===== config.mk =====
export PLATFORM = sky130hd
export DESIGN_NAME = vga_pattern_gen_flat
export DESIGN_NICKNAME = d
export VERILOG_FILES = /design/src/rtl/vga_pkg.sv /design/src/rtl/vga_pattern_gen_if.sv /design/src/rtl/vga_timing.sv /design/src/rtl/vga_pattern_gen.sv /design/src/flat_wrapper.sv
export SDC_FILE = /design/constraint.sdc
export NUM_CORES = 1
export LEC_CHECK = 0
export CAP_MARGIN = 20
export CELL_PAD_IN_SITES_DETAIL_PLACEMENT = 2
export CELL_PAD_IN_SITES_GLOBAL_PLACEMENT = 2
export CORE_MARGIN = 4
export CORE_UTILIZATION = 39
export CTS_CLUSTER_SIZE = 24
export DETAILED_ROUTE_END_ITERATION = 7
export PLACE_DENSITY_LB_ADDON = 0.08
export RECOVER_POWER = 100
export SLEW_MARGIN = 20
export SYNTH_ARGS = -nofsm -noshare
export SYNTH_HDL_FRONTEND = slang
export SYNTH_HIERARCHICAL = 1
export SYNTH_SLANG_ARGS = --single-unit

===== constraint.sdc =====
create_clock -name clk_25 -period 4.5 [get_ports clk_25]
set_input_delay 0.45 -clock clk_25 [delete_from_list [all_inputs] [get_ports clk_25]]
set_output_delay 0.45 -clock clk_25 [all_outputs]
set_load 0.02 [all_outputs]

===== src/rtl/vga_pkg.sv =====
// rtl/vga_pkg.sv - shared mode enum, bar colour table and default 640x480@60 timing
package vga_pkg;

    typedef enum logic [1:0] {
        SOLID    = 2'd0,
        BARS     = 2'd1,
        CHECKER  = 2'd2,
        GRADIENT = 2'd3
    } mode_e;

    localparam int DEF_H_VISIBLE = 640;
    localparam int DEF_H_FRONT   = 16;
    localparam int DEF_H_SYNC    = 96;
    localparam int DEF_H_BACK    = 48;
    localparam int DEF_V_VISIBLE = 480;
    localparam int DEF_V_FRONT   = 10;
    localparam int DEF_V_SYNC    = 2;
    localparam int DEF_V_BACK    = 33;

    // {r,g,b} per bar, left to right; each bit is replicated to the channel width
    function automatic logic [2:0] bar_rgb(input logic [2:0] idx);
        logic [2:0] c;
        case (idx)
            3'd0:    c = 3'b111;
            3'd1:    c = 3'b110;
            3'd2:    c = 3'b011;
            3'd3:    c = 3'b010;
            3'd4:    c = 3'b101;
            3'd5:    c = 3'b100;
            3'd6:    c = 3'b001;
            default: c = 3'b000;
        endcase
        return c;
    endfunction

endpackage


===== src/rtl/vga_pattern_gen_if.sv =====
// rtl/vga_pattern_gen_if.sv - pattern control inputs and VGA pin outputs
interface vga_pattern_gen_if #(
    parameter int COLOR_W = 4
);
    logic [1:0]           mode;
    logic [3*COLOR_W-1:0] solid_rgb;
    logic [COLOR_W-1:0]   vga_r;
    logic [COLOR_W-1:0]   vga_g;
    logic [COLOR_W-1:0]   vga_b;
    logic                 vga_hs;
    logic                 vga_vs;
    logic                 video_on;
    logic                 frame_start;

    modport master (
        input  mode, solid_rgb,
        output vga_r, vga_g, vga_b, vga_hs, vga_vs, video_on, frame_start
    );

    modport slave (
        output mode, solid_rgb,
        input  vga_r, vga_g, vga_b, vga_hs, vga_vs, video_on, frame_start
    );
endinterface


===== src/rtl/vga_timing.sv =====
// rtl/vga_timing.sv - h/v counters, sync decode and active-area flag
module vga_timing #(
    parameter int H_VISIBLE = 640,
    parameter int H_FRONT   = 16,
    parameter int H_SYNC    = 96,
    parameter int H_BACK    = 48,
    parameter int V_VISIBLE = 480,
    parameter int V_FRONT   = 10,
    parameter int V_SYNC    = 2,
    parameter int V_BACK    = 33,
    parameter bit SYNC_POL  = 1'b0,
    localparam int H_TOTAL  = H_VISIBLE + H_FRONT + H_SYNC + H_BACK,
    localparam int V_TOTAL  = V_VISIBLE + V_FRONT + V_SYNC + V_BACK,
    localparam int HW       = $clog2(H_TOTAL),
    localparam int VW       = $clog2(V_TOTAL)
) (
    input  logic          clk_i,
    input  logic          rst_i,
    output logic [HW-1:0] h_cnt_o,
    output logic [VW-1:0] v_cnt_o,
    output logic          active_o,
    output logic          hs_o,
    output logic          vs_o
);

    localparam logic [HW-1:0] H_LAST  = HW'(H_TOTAL - 1);
    localparam logic [VW-1:0] V_LAST  = VW'(V_TOTAL - 1);
    localparam logic [HW-1:0] H_VIS   = HW'(H_VISIBLE);
    localparam logic [VW-1:0] V_VIS   = VW'(V_VISIBLE);
    localparam logic [HW-1:0] HS_BEG  = HW'(H_VISIBLE + H_FRONT);
    localparam logic [HW-1:0] HS_END  = HW'(H_VISIBLE + H_FRONT + H_SYNC);
    localparam logic [VW-1:0] VS_BEG  = VW'(V_VISIBLE + V_FRONT);
    localparam logic [VW-1:0] VS_END  = VW'(V_VISIBLE + V_FRONT + V_SYNC);

    logic [HW-1:0] h_cnt_q, h_cnt_d;
    logic [VW-1:0] v_cnt_q, v_cnt_d;
    logic          hs_act, vs_act;

    always_ff @(posedge clk_i or posedge rst_i) begin
        if (rst_i) begin
            h_cnt_q <= '0;
            v_cnt_q <= '0;
        end else begin
            h_cnt_q <= h_cnt_d;
            v_cnt_q <= v_cnt_d;
        end
    end

    always_comb begin
        h_cnt_d = h_cnt_q + HW'(1);
        v_cnt_d = v_cnt_q;
        if (h_cnt_q == H_LAST) begin
            h_cnt_d = '0;
            v_cnt_d = (v_cnt_q == V_LAST) ? '0 : v_cnt_q + VW'(1);
        end
    end

    assign hs_act   = (h_cnt_q >= HS_BEG) && (h_cnt_q < HS_END);
    assign vs_act   = (v_cnt_q >= VS_BEG) && (v_cnt_q < VS_END);
    assign hs_o     = hs_act ? SYNC_POL : ~SYNC_POL;
    assign vs_o     = vs_act ? SYNC_POL : ~SYNC_POL;
    assign active_o = (h_cnt_q < H_VIS) && (v_cnt_q < V_VIS);
    assign h_cnt_o  = h_cnt_q;
    assign v_cnt_o  = v_cnt_q;

endmodule


===== src/rtl/vga_pattern_gen.sv =====
// rtl/vga_pattern_gen.sv - VGA timing plus SOLID/BARS/CHECKER/GRADIENT patterns
// Optional horizontal scrolling of BARS/CHECKER under VGA_PATTERN_SCROLL_EN.
module vga_pattern_gen
    import vga_pkg::*;
#(
    parameter int H_VISIBLE = DEF_H_VISIBLE,
    parameter int H_FRONT   = DEF_H_FRONT,
    parameter int H_SYNC    = DEF_H_SYNC,
    parameter int H_BACK    = DEF_H_BACK,
    parameter int V_VISIBLE = DEF_V_VISIBLE,
    parameter int V_FRONT   = DEF_V_FRONT,
    parameter int V_SYNC    = DEF_V_SYNC,
    parameter int V_BACK    = DEF_V_BACK,
    parameter bit SYNC_POL  = 1'b0,
    parameter int COLOR_W   = 4
) (
    input  logic                clk_25,
    input  logic                rst,
    vga_pattern_gen_if.master   vif
);

    localparam int H_TOTAL = H_VISIBLE + H_FRONT + H_SYNC + H_BACK;
    localparam int V_TOTAL = V_VISIBLE + V_FRONT + V_SYNC + V_BACK;
    localparam int HW      = $clog2(H_TOTAL);
    localparam int VW      = $clog2(V_TOTAL);
    localparam int BAR_W   = H_VISIBLE / 8;

    logic [HW-1:0] h_cnt;
    logic [VW-1:0] v_cnt;
    logic          active, hs, vs, at_origin;
    logic [HW-1:0] x_eff;

    mode_e                mode_q, mode_d;
    logic [3*COLOR_W-1:0] solid_q, solid_d;
    logic [COLOR_W-1:0]   r_q, r_d, g_q, g_d, b_q, b_d;
    logic                 hs_q, vs_q, video_on_q, frame_start_q;
    logic [2:0]           rgb3;
    int                   bar_idx;

    vga_timing #(
        .H_VISIBLE (H_VISIBLE), .H_FRONT (H_FRONT), .H_SYNC (H_SYNC), .H_BACK (H_BACK),
        .V_VISIBLE (V_VISIBLE), .V_FRONT (V_FRONT), .V_SYNC (V_SYNC), .V_BACK (V_BACK),
        .SYNC_POL  (SYNC_POL)
    ) u_timing (
        .clk_i    (clk_25),
        .rst_i    (rst),
        .h_cnt_o  (h_cnt),
        .v_cnt_o  (v_cnt),
        .active_o (active),
        .hs_o     (hs),
        .vs_o     (vs)
    );

    assign at_origin = (h_cnt == '0) && (v_cnt == '0);

    // Pixel (0,0) already uses the freshly sampled settings so a frame never mixes two modes
    always_comb begin
        mode_d  = mode_q;
        solid_d = solid_q;
        if (at_origin) begin
            mode_d  = mode_e'(vif.mode);
            solid_d = vif.solid_rgb;
        end
    end

`ifdef VGA_PATTERN_SCROLL_EN
    localparam logic [HW:0] H_VIS_X = (HW+1)'(H_VISIBLE);
    logic [HW-1:0] scroll_q, scroll_d;
    logic [HW:0]   x_sum;
    logic          at_last;

    assign at_last = (h_cnt == HW'(H_TOTAL - 1)) && (v_cnt == VW'(V_TOTAL - 1));

    // Scroll steps on the edge that enters a new frame, so each frame sees one value
    always_comb begin
        scroll_d = scroll_q;
        if (at_last) begin
            scroll_d = (scroll_q == HW'(H_VISIBLE - 1)) ? '0 : scroll_q + HW'(1);
        end
        x_sum = {1'b0, h_cnt} + {1'b0, scroll_q};
        x_eff = (x_sum >= H_VIS_X) ? HW'(x_sum - H_VIS_X) : HW'(x_sum);
    end

    always_ff @(posedge clk_25 or posedge rst) begin
        if (rst) scroll_q <= '0;
        else     scroll_q <= scroll_d;
    end
`else
    assign x_eff = h_cnt;
`endif

    always_comb begin
        r_d     = '0;
        g_d     = '0;
        b_d     = '0;
        rgb3    = 3'b000;
        bar_idx = int'(x_eff) / BAR_W;
        if (bar_idx > 7) bar_idx = 7;
        if (active) begin
            unique case (mode_d)
                SOLID: begin
                    r_d = solid_d[3*COLOR_W-1 -: COLOR_W];
                    g_d = solid_d[2*COLOR_W-1 -: COLOR_W];
                    b_d = solid_d[COLOR_W-1:0];
                end
                BARS:     rgb3 = bar_rgb(3'(bar_idx));
                CHECKER:  rgb3 = {3{1'(x_eff >> 5) ^ 1'(v_cnt >> 5)}};
                GRADIENT: begin
                    r_d = COLOR_W'(h_cnt >> 4);
                    g_d = COLOR_W'(v_cnt >> 4);
                end
            endcase
            if (mode_d == BARS || mode_d == CHECKER) begin
                r_d = {COLOR_W{rgb3[2]}};
                g_d = {COLOR_W{rgb3[1]}};
                b_d = {COLOR_W{rgb3[0]}};
            end
        end
    end

    always_ff @(posedge clk_25 or posedge rst) begin
        if (rst) begin
            mode_q        <= SOLID;
            solid_q       <= '0;
            r_q           <= '0;
            g_q           <= '0;
            b_q           <= '0;
            hs_q          <= ~SYNC_POL;
            vs_q          <= ~SYNC_POL;
            video_on_q    <= 1'b0;
            frame_start_q <= 1'b0;
        end else begin
            mode_q        <= mode_d;
            solid_q       <= solid_d;
            r_q           <= r_d;
            g_q           <= g_d;
            b_q           <= b_d;
            hs_q          <= hs;
            vs_q          <= vs;
            video_on_q    <= active;
            frame_start_q <= at_origin;
        end
    end

    assign vif.vga_r       = r_q;
    assign vif.vga_g       = g_q;
    assign vif.vga_b       = b_q;
    assign vif.vga_hs      = hs_q;
    assign vif.vga_vs      = vs_q;
    assign vif.video_on    = video_on_q;
    assign vif.frame_start = frame_start_q;

endmodule


===== src/flat_wrapper.sv =====
// flat-port wrapper written by rule: the top's interface ports become plain ports
module vga_pattern_gen_flat import vga_pkg::*;
#(
    parameter int H_VISIBLE = DEF_H_VISIBLE,
    parameter int H_FRONT   = DEF_H_FRONT,
    parameter int H_SYNC    = DEF_H_SYNC,
    parameter int H_BACK    = DEF_H_BACK,
    parameter int V_VISIBLE = DEF_V_VISIBLE,
    parameter int V_FRONT   = DEF_V_FRONT,
    parameter int V_SYNC    = DEF_V_SYNC,
    parameter int V_BACK    = DEF_V_BACK,
    parameter bit SYNC_POL  = 1'b0,
    parameter int COLOR_W   = 4
)
  (clk_25, rst, vif_mode, vif_solid_rgb, vif_vga_r, vif_vga_g, vif_vga_b, vif_vga_hs, vif_vga_vs, vif_video_on, vif_frame_start);
  vga_pattern_gen_if #(.COLOR_W(COLOR_W)) vif_i ();
  input  logic clk_25;
  input  logic rst;
  input wire logic [$bits(vif_i.mode)-1:0] vif_mode;
  input wire logic [$bits(vif_i.solid_rgb)-1:0] vif_solid_rgb;
  output wire logic [$bits(vif_i.vga_r)-1:0] vif_vga_r;
  output wire logic [$bits(vif_i.vga_g)-1:0] vif_vga_g;
  output wire logic [$bits(vif_i.vga_b)-1:0] vif_vga_b;
  output wire logic [$bits(vif_i.vga_hs)-1:0] vif_vga_hs;
  output wire logic [$bits(vif_i.vga_vs)-1:0] vif_vga_vs;
  output wire logic [$bits(vif_i.video_on)-1:0] vif_video_on;
  output wire logic [$bits(vif_i.frame_start)-1:0] vif_frame_start;
  assign vif_i.mode = vif_mode;
  assign vif_i.solid_rgb = vif_solid_rgb;
  assign vif_vga_r = vif_i.vga_r;
  assign vif_vga_g = vif_i.vga_g;
  assign vif_vga_b = vif_i.vga_b;
  assign vif_vga_hs = vif_i.vga_hs;
  assign vif_vga_vs = vif_i.vga_vs;
  assign vif_video_on = vif_i.video_on;
  assign vif_frame_start = vif_i.frame_start;
  vga_pattern_gen #(.H_VISIBLE(H_VISIBLE), .H_FRONT(H_FRONT), .H_SYNC(H_SYNC), .H_BACK(H_BACK), .V_VISIBLE(V_VISIBLE), .V_FRONT(V_FRONT), .V_SYNC(V_SYNC), .V_BACK(V_BACK), .SYNC_POL(SYNC_POL), .COLOR_W(COLOR_W)) u_core (.clk_25(clk_25), .rst(rst), .vif(vif_i));
endmodule

==> results.sh, run 1 <==
export IMPL_grt_max_degree=29
export IMPL_antenna_left=0
export IMPL_clockBufferDepth=2
export IMPL_ys_ff_latch=50
export IMPL_grtUsageTotal_pct=18.1
export IMPL_die_h_um=91.2
export IMPL_drive_gt1_share_pct=5.82
export IMPL_ios=32
export IMPL_outcome="finished with violations"
export IMPL_cts_buffers=5
export IMPL_drc_errors=0
export IMPL_initial_core_util_pct=40.0
export IMPL_clock_latency_ns=0.31
export IMPL_num_rows=30
export IMPL_cp_data_arrival_time_ns=3.68
export IMPL_wl_per_cell_um=18.7
export IMPL_via_per_inst=5.69
export IMPL_antenna_found_initial=0
export IMPL_fin_crit_ns=3.49
export IMPL_synthXorXnorAreaFrac_pct=4.21
export IMPL_hpwl_mm=4.98
export IMPL_setup_violations=0
export IMPL_rsz0062_at_grt="false"
export IMPL_htreeDepth=2
export IMPL_synth_enable_flop_cells=0
export IMPL_finalHoldViolCount=0
export IMPL_totalWireLength_mm=6.94
export IMPL_clockRootBuffer="clkbuf_8"
export IMPL_synth_seq_area_share_pct=46.4
export IMPL_grt_pass1_vias=2256
export IMPL_core_sq_um=6760
export IMPL_slew_headroom_pct=-4.34
export IMPL_cts_sinks=50
export IMPL_worst_pin_slew_ns=1.57
export IMPL_initialDrtViolationCount=63
export IMPL_ys_types=57
export IMPL_cp_start_kind="register"
export IMPL_worst_endpoint_required_ns=4.68
export IMPL_powerDensity_nw_per_um2=290
export IMPL_vias=2116
export IMPL_hp_class="register to register"
export IMPL_tritoncts="done"
export IMPL_crit_fanout=15
export IMPL_die_area_sq_um=8320
export IMPL_final_common_cell="dfrtp_1"
export IMPL_p_leak_uw=0.00131
export IMPL_async_flop_share_pct=100
export IMPL_ys_flop_type="dfrtp_1"
export IMPL_critPathKind="register to register"
export IMPL_slew_viol_final=29
export IMPL_clock_skew_ns=0.0105
export IMPL_fmax_mhz=286
export IMPL_holdPathStages=1
export IMPL_max_cap_violations=1
export IMPL_cts_hold_buffers=0
export IMPL_post_cts_resized=0
export IMPL_first_pass_iters=4
export IMPL_muxShareOfSynthArea_pct=6.86
export IMPL_synthCells=258
export IMPL_syn_area_sq_um=2700
export IMPL_avgSynthCellArea_sq_um=10.5
export IMPL_finalNonFillerCells=372
export IMPL_vdd_drop_max_v=0.000146
export IMPL_diodes=0
export IMPL_yosys_top_cells_area="dfrtp_1 (44%), ha_1 (4.6%), mux2_4 (4.4%)"
export IMPL_fillers=709
export IMPL_cts_setup_buffers=0
export IMPL_grt_overflow_total=0
export IMPL_setup_ws_ns=1.01
export IMPL_synth_compound_gate_area_share_pct=14.0
export IMPL_synth_top_area_share_pct=44.5
export IMPL_yosysTopAreaCell="dfrtp_1"
export IMPL_most_common_layout_cells="dfrtp_1 (48), nor2_1 (24), inv_1 (22)"
export IMPL_cp_end_kind="register"
export IMPL_clkTransAtPathRegs_ns=0.10
export IMPL_rr_worst_depth=8
export IMPL_place_gp_congestion=0.756
export IMPL_synth_adder_area_share_pct=4.63
export IMPL_synth_fp_nets=284
export IMPL_syn2layout_area_growth_pct=16.2
export IMPL_dp_cells=364
export IMPL_synth_simple_area_share_pct=17.8
export IMPL_yosysWarnings=6
export IMPL_fin_nets=317
export IMPL_dp_slack_ns=0.955
export IMPL_port_buffers=31
export IMPL_grt_pass1_wl_mm=12.1
export IMPL_final_setup_tns_ns=0
export IMPL_fp_dieW_um=91.2
export IMPL_fin_crit_sh_pct=77.6
export IMPL_violations="max-capacitance violations, max-slew violations"
export IMPL_synth_top_family_by_area="simple AND/OR/NAND/NOR gates"
-- layout make-up --
| type | count | area [sq um] | area share, % |
|---|---|---|---|
| flip-flops and latches | 50 | 1250 | 39.9 |
| multi-input cells | 176 | 1250 | 39.7 |
| repair buffers | 36 | 340 | 10.8 |
| well taps | 80 | 100 | 3.19 |
| inverters | 22 | 82.6 | 2.63 |
| clock buffers | 5 | 68.8 | 2.19 |
| clock inverters | 3 | 47.5 | 1.51 |
-- metal layers --
layer  vias up  GRT usage, %  wire length (um)
met3         6          3.31               228
met4         0          5.28                78
met5         -             0                 0
met1      1077          23.6              3130
met2        33          30.7              3510
li1       1000             -                 -
-- cell usage after synthesis (7+ instances only) --
cell type / number
dfrtp_1: 48
nor2_1: 24
inv_1: 22
o21ai_0: 13
ha_1: 10
nand3_1: 10
nand4_1: 10
xnor2_1: 10
a221oi_1: 9
mux2_4: 8
nor4_1: 7
-- registers in the layout, summed over array words and instances, names as in the netlist --
| register | cells |
|---|---|
| u_core/mode_q | 2 |
| u_core/solid_q | 12 |
| u_core/u_timing/h_cnt_o | 10 |
| u_core/u_timing/v_cnt_o | 10 |
| u_core/vif.frame_start | 1 |
| u_core/vif.vga_b | 4 |
| u_core/vif.vga_g | 4 |
| u_core/vif.vga_hs | 1 |
| u_core/vif.vga_r | 4 |
| u_core/vif.vga_vs | 1 |
| u_core/vif.video_on | 1 |
-- report_power, final --
group          switching [uW]  internal, uW
logic                    59.0          45.4
clock network             164           170
registers                4.25           469
total                     227           684
-- per-stage QoR --
stage	hold slack, ns	total power [uW]	util (%)	instance area [sq um]
after detailed placement	0.488	600	45.4	3070
final	0.494	912	46.5	3140
after floorplan	0.414	545	-	2700
after CTS	0.511	940	47.1	3190
after global routing	0.528	954	46.5	3140
after global placement	0.470	598	45.4	3070
-- kinds of logic after synthesis --
| logic type | count (synthesis) |
|---|---|
| compound gates | 54 |
| fa+ha+maj | 10 |
| simple gates | 85 |
| xor+xnor | 13 |
| flops | 50 |
| mux | 14 |
| buf+inv | 32 |
-- final timing paths --
| check | from | to | slack, ns |
|---|---|---|---|
| worst max register to register | u_core/u_timing/h_cnt_o[5]$_DFF_PP0_ | u_core/vif.vga_g[1]$_DFF_PP0_ | 1.01 |
| worst max-delay path | u_core/u_timing/h_cnt_o[5]$_DFF_PP0_ | u_core/vif.vga_g[1]$_DFF_PP0_ | 1.01 |
| min in group asynchronous | rst | u_core/vif.vga_vs$_DFF_PP1_ | 0.68 |
| worst min-delay path | u_core/solid_q[0]$_DFF_PP0_ | u_core/solid_q[0]$_DFF_PP0_ | 0.49 |
| max in group asynchronous | rst | u_core/solid_q[6]$_DFF_PP0_ | 2.33 |
| worst min register to register | u_core/solid_q[0]$_DFF_PP0_ | u_core/solid_q[0]$_DFF_PP0_ | 0.49 |
-- worst max-delay path: stages (launching register included) --
cell	delay (ns)
dfrtp_1	0.61
nor4_1	0.41
nand4_1	0.20
nor2_4	0.43
mux2i_1	0.36
ha_1	0.44
o21ai_0	0.31
o21ai_0	0.49
nor2_1	0.11
Power figures use the tool's default switching activity.
==> run 2, diff against run 1 <==
CORE_UTILIZATION = 33   (was 39)
clock period = 3 ns   (was 4.5 ns; I/O delays follow)
==> results.sh, run 2 (synthesized netlist as in run 1, its figures left out) <==
export IMPL_worst_endpoint_required_ns=3.17
export IMPL_fin_crit_ns=2.78
export IMPL_initial_core_util_pct=34.4
export IMPL_drc_errors=0
export IMPL_cts_sinks=50
export IMPL_outcome="finished with violations"
export IMPL_max_cap_violations=1
export IMPL_final_setup_tns_ns=0
export IMPL_die_area_sq_um=9700
export IMPL_largest_reg_flops=12
export IMPL_grtUsageTotal_pct=15.3
export IMPL_htreeDepth=2
export IMPL_clockBufferDepth=2
export IMPL_violations="max-capacitance violations, max-slew violations"
export IMPL_crit_fanout=6
export IMPL_largest_register="u_core/solid_q"
export IMPL_slew_headroom_pct=-16.1
export IMPL_vdd_drop_max_v=0.000160
export IMPL_setup_ws_ns=0.218
export IMPL_port_buffers=31
export IMPL_fillers=861
export IMPL_grt_pass1_wl_mm=12.0
export IMPL_hpwl_mm=5.29
export IMPL_powerDensity_nw_per_um2=416
export IMPL_critPathKind="register to register"
export IMPL_hold_slack_ns=0.491
export IMPL_ios=32
export IMPL_rsz0062_at_grt="false"
export IMPL_fin_nets=331
export IMPL_first_pass_iters=4
export IMPL_grt_pass1_vias=2352
export IMPL_final_common_cell="dfrtp_1"
export IMPL_worst_pin_slew_ns=1.74
export IMPL_fin_crit_sh_pct=92.7
export IMPL_p_leak_uw=0.00135
export IMPL_cp_start_kind="register"
export IMPL_cts_hold_buffers=0
export IMPL_finalHoldViolCount=0
export IMPL_place_gp_congestion=0.836
export IMPL_totalWireLength_mm=7.19
export IMPL_setup_violations=0
export IMPL_hp_class="register to register"
export IMPL_dpl_cell_area_sq_um=3200
export IMPL_fp_dieW_um=98.5
export IMPL_clkTransAtPathRegs_ns=0.10
export IMPL_antenna_left=0
export IMPL_core_sq_um=7850
export IMPL_grt_max_degree=31
export IMPL_dp_slack_ns=-0.0339
export IMPL_fmax_mhz=359
export IMPL_cp_data_arrival_time_ns=2.96
export IMPL_antenna_found_initial=0
export IMPL_cts_buffers=5
export IMPL_vias=2157
export IMPL_grt_overflow_total=0
export IMPL_num_rows=32
export IMPL_most_common_layout_cells="dfrtp_1 (48), nor2_1 (24), inv_1 (22)"
export IMPL_syn2layout_area_growth_pct=20.8
export IMPL_initialDrtViolationCount=39
export IMPL_stdcell_area_sq_um=3260
export IMPL_tritoncts="done"
export IMPL_die_h_um=98.5
export IMPL_slew_viol_final=31
export IMPL_clockRootBuffer="clkbuf_8"
export IMPL_cts_setup_buffers=0
export IMPL_clock_latency_ns=0.31
export IMPL_via_per_inst=5.29
export IMPL_wl_per_cell_um=17.6
export IMPL_diodes=0
export IMPL_cp_end_kind="register"
export IMPL_drive_gt1_share_pct=9.48
export IMPL_clock_skew_ns=0.0121
run 2: timing repair:
action / in CTS / in global routing
pin swaps: 0 / 0
resized for setup: 1 / 3
setup endpoints to repair: 4 / 8
gates cloned: 0 / 0
run 2: path summary, 6_finish.rpt:
kind	from	to	slack [ns]	cells past startpoint
max in group asynchronous	rst	u_core/solid_q[11]$_DFF_PP0_	0.90	3
max	u_core/u_timing/h_cnt_o[2]$_DFF_PP0_	u_core/vif.vga_g[2]$_DFF_PP0_	0.22	9
min reg2reg	u_core/solid_q[2]$_DFF_PP0_	u_core/solid_q[2]$_DFF_PP0_	0.49	1
min	u_core/solid_q[2]$_DFF_PP0_	u_core/solid_q[2]$_DFF_PP0_	0.49	1
min in group asynchronous	rst	u_core/u_timing/v_cnt_o[3]$_DFFE_PP0N_	0.62	2
max reg2reg	u_core/u_timing/h_cnt_o[2]$_DFF_PP0_	u_core/vif.vga_g[2]$_DFF_PP0_	0.22	9
run 2: final cells by class:
class / count / area, sq um / share of cell area [%]
Clock buffer: 5 / 68.8 / 2.11
Timing Repair Buffer: 50 / 423 / 13.0
Multi-Input combinational cell: 176 / 1260 / 38.7
Inverter: 22 / 82.6 / 2.53
Clock inverter: 3 / 45.0 / 1.38
Sequential cell: 50 / 1250 / 38.4
Tap cell: 102 / 128 / 3.91
run 2: stage by stage:
stage	std cells	total power [uW]	util (%)
floorplan	258	817	-
global route	408	1420	41.6
global placement	400	901	40.8
finish	408	1360	41.6
CTS	408	1400	42.3
detailed placement	400	904	40.8
run 2: power by group:
group	internal (uW)	switching, uW	total, uW
Sequential	704	7.12	711
Combinational	71.4	91.8	163
Clock	248	234	482
Total	1020	333	1360
run 2: per-layer routing:
metal  share of wire (%)  up-vias  wire length, um  GRT usage (%)
met3                 2.9        6              205           2.90
met4                0.83        0               60           3.15
li1                    -     1029                -              -
met2                  53       28             3780           28.0
met5                   0        -                0              0
met1                  44     1094             3140           18.7
run 2: worst max-delay path, stage by stage, from the launching register on:
cell and delay (ns):
dfrtp_1 0.46, nor4_1 0.38, nand4_1 0.20, nor2_4 0.19, mux2i_1 0.33, inv_1 0.13, ha_1 0.23, and3b_1 0.17
o21ai_0 0.44, nor2_1 0.11
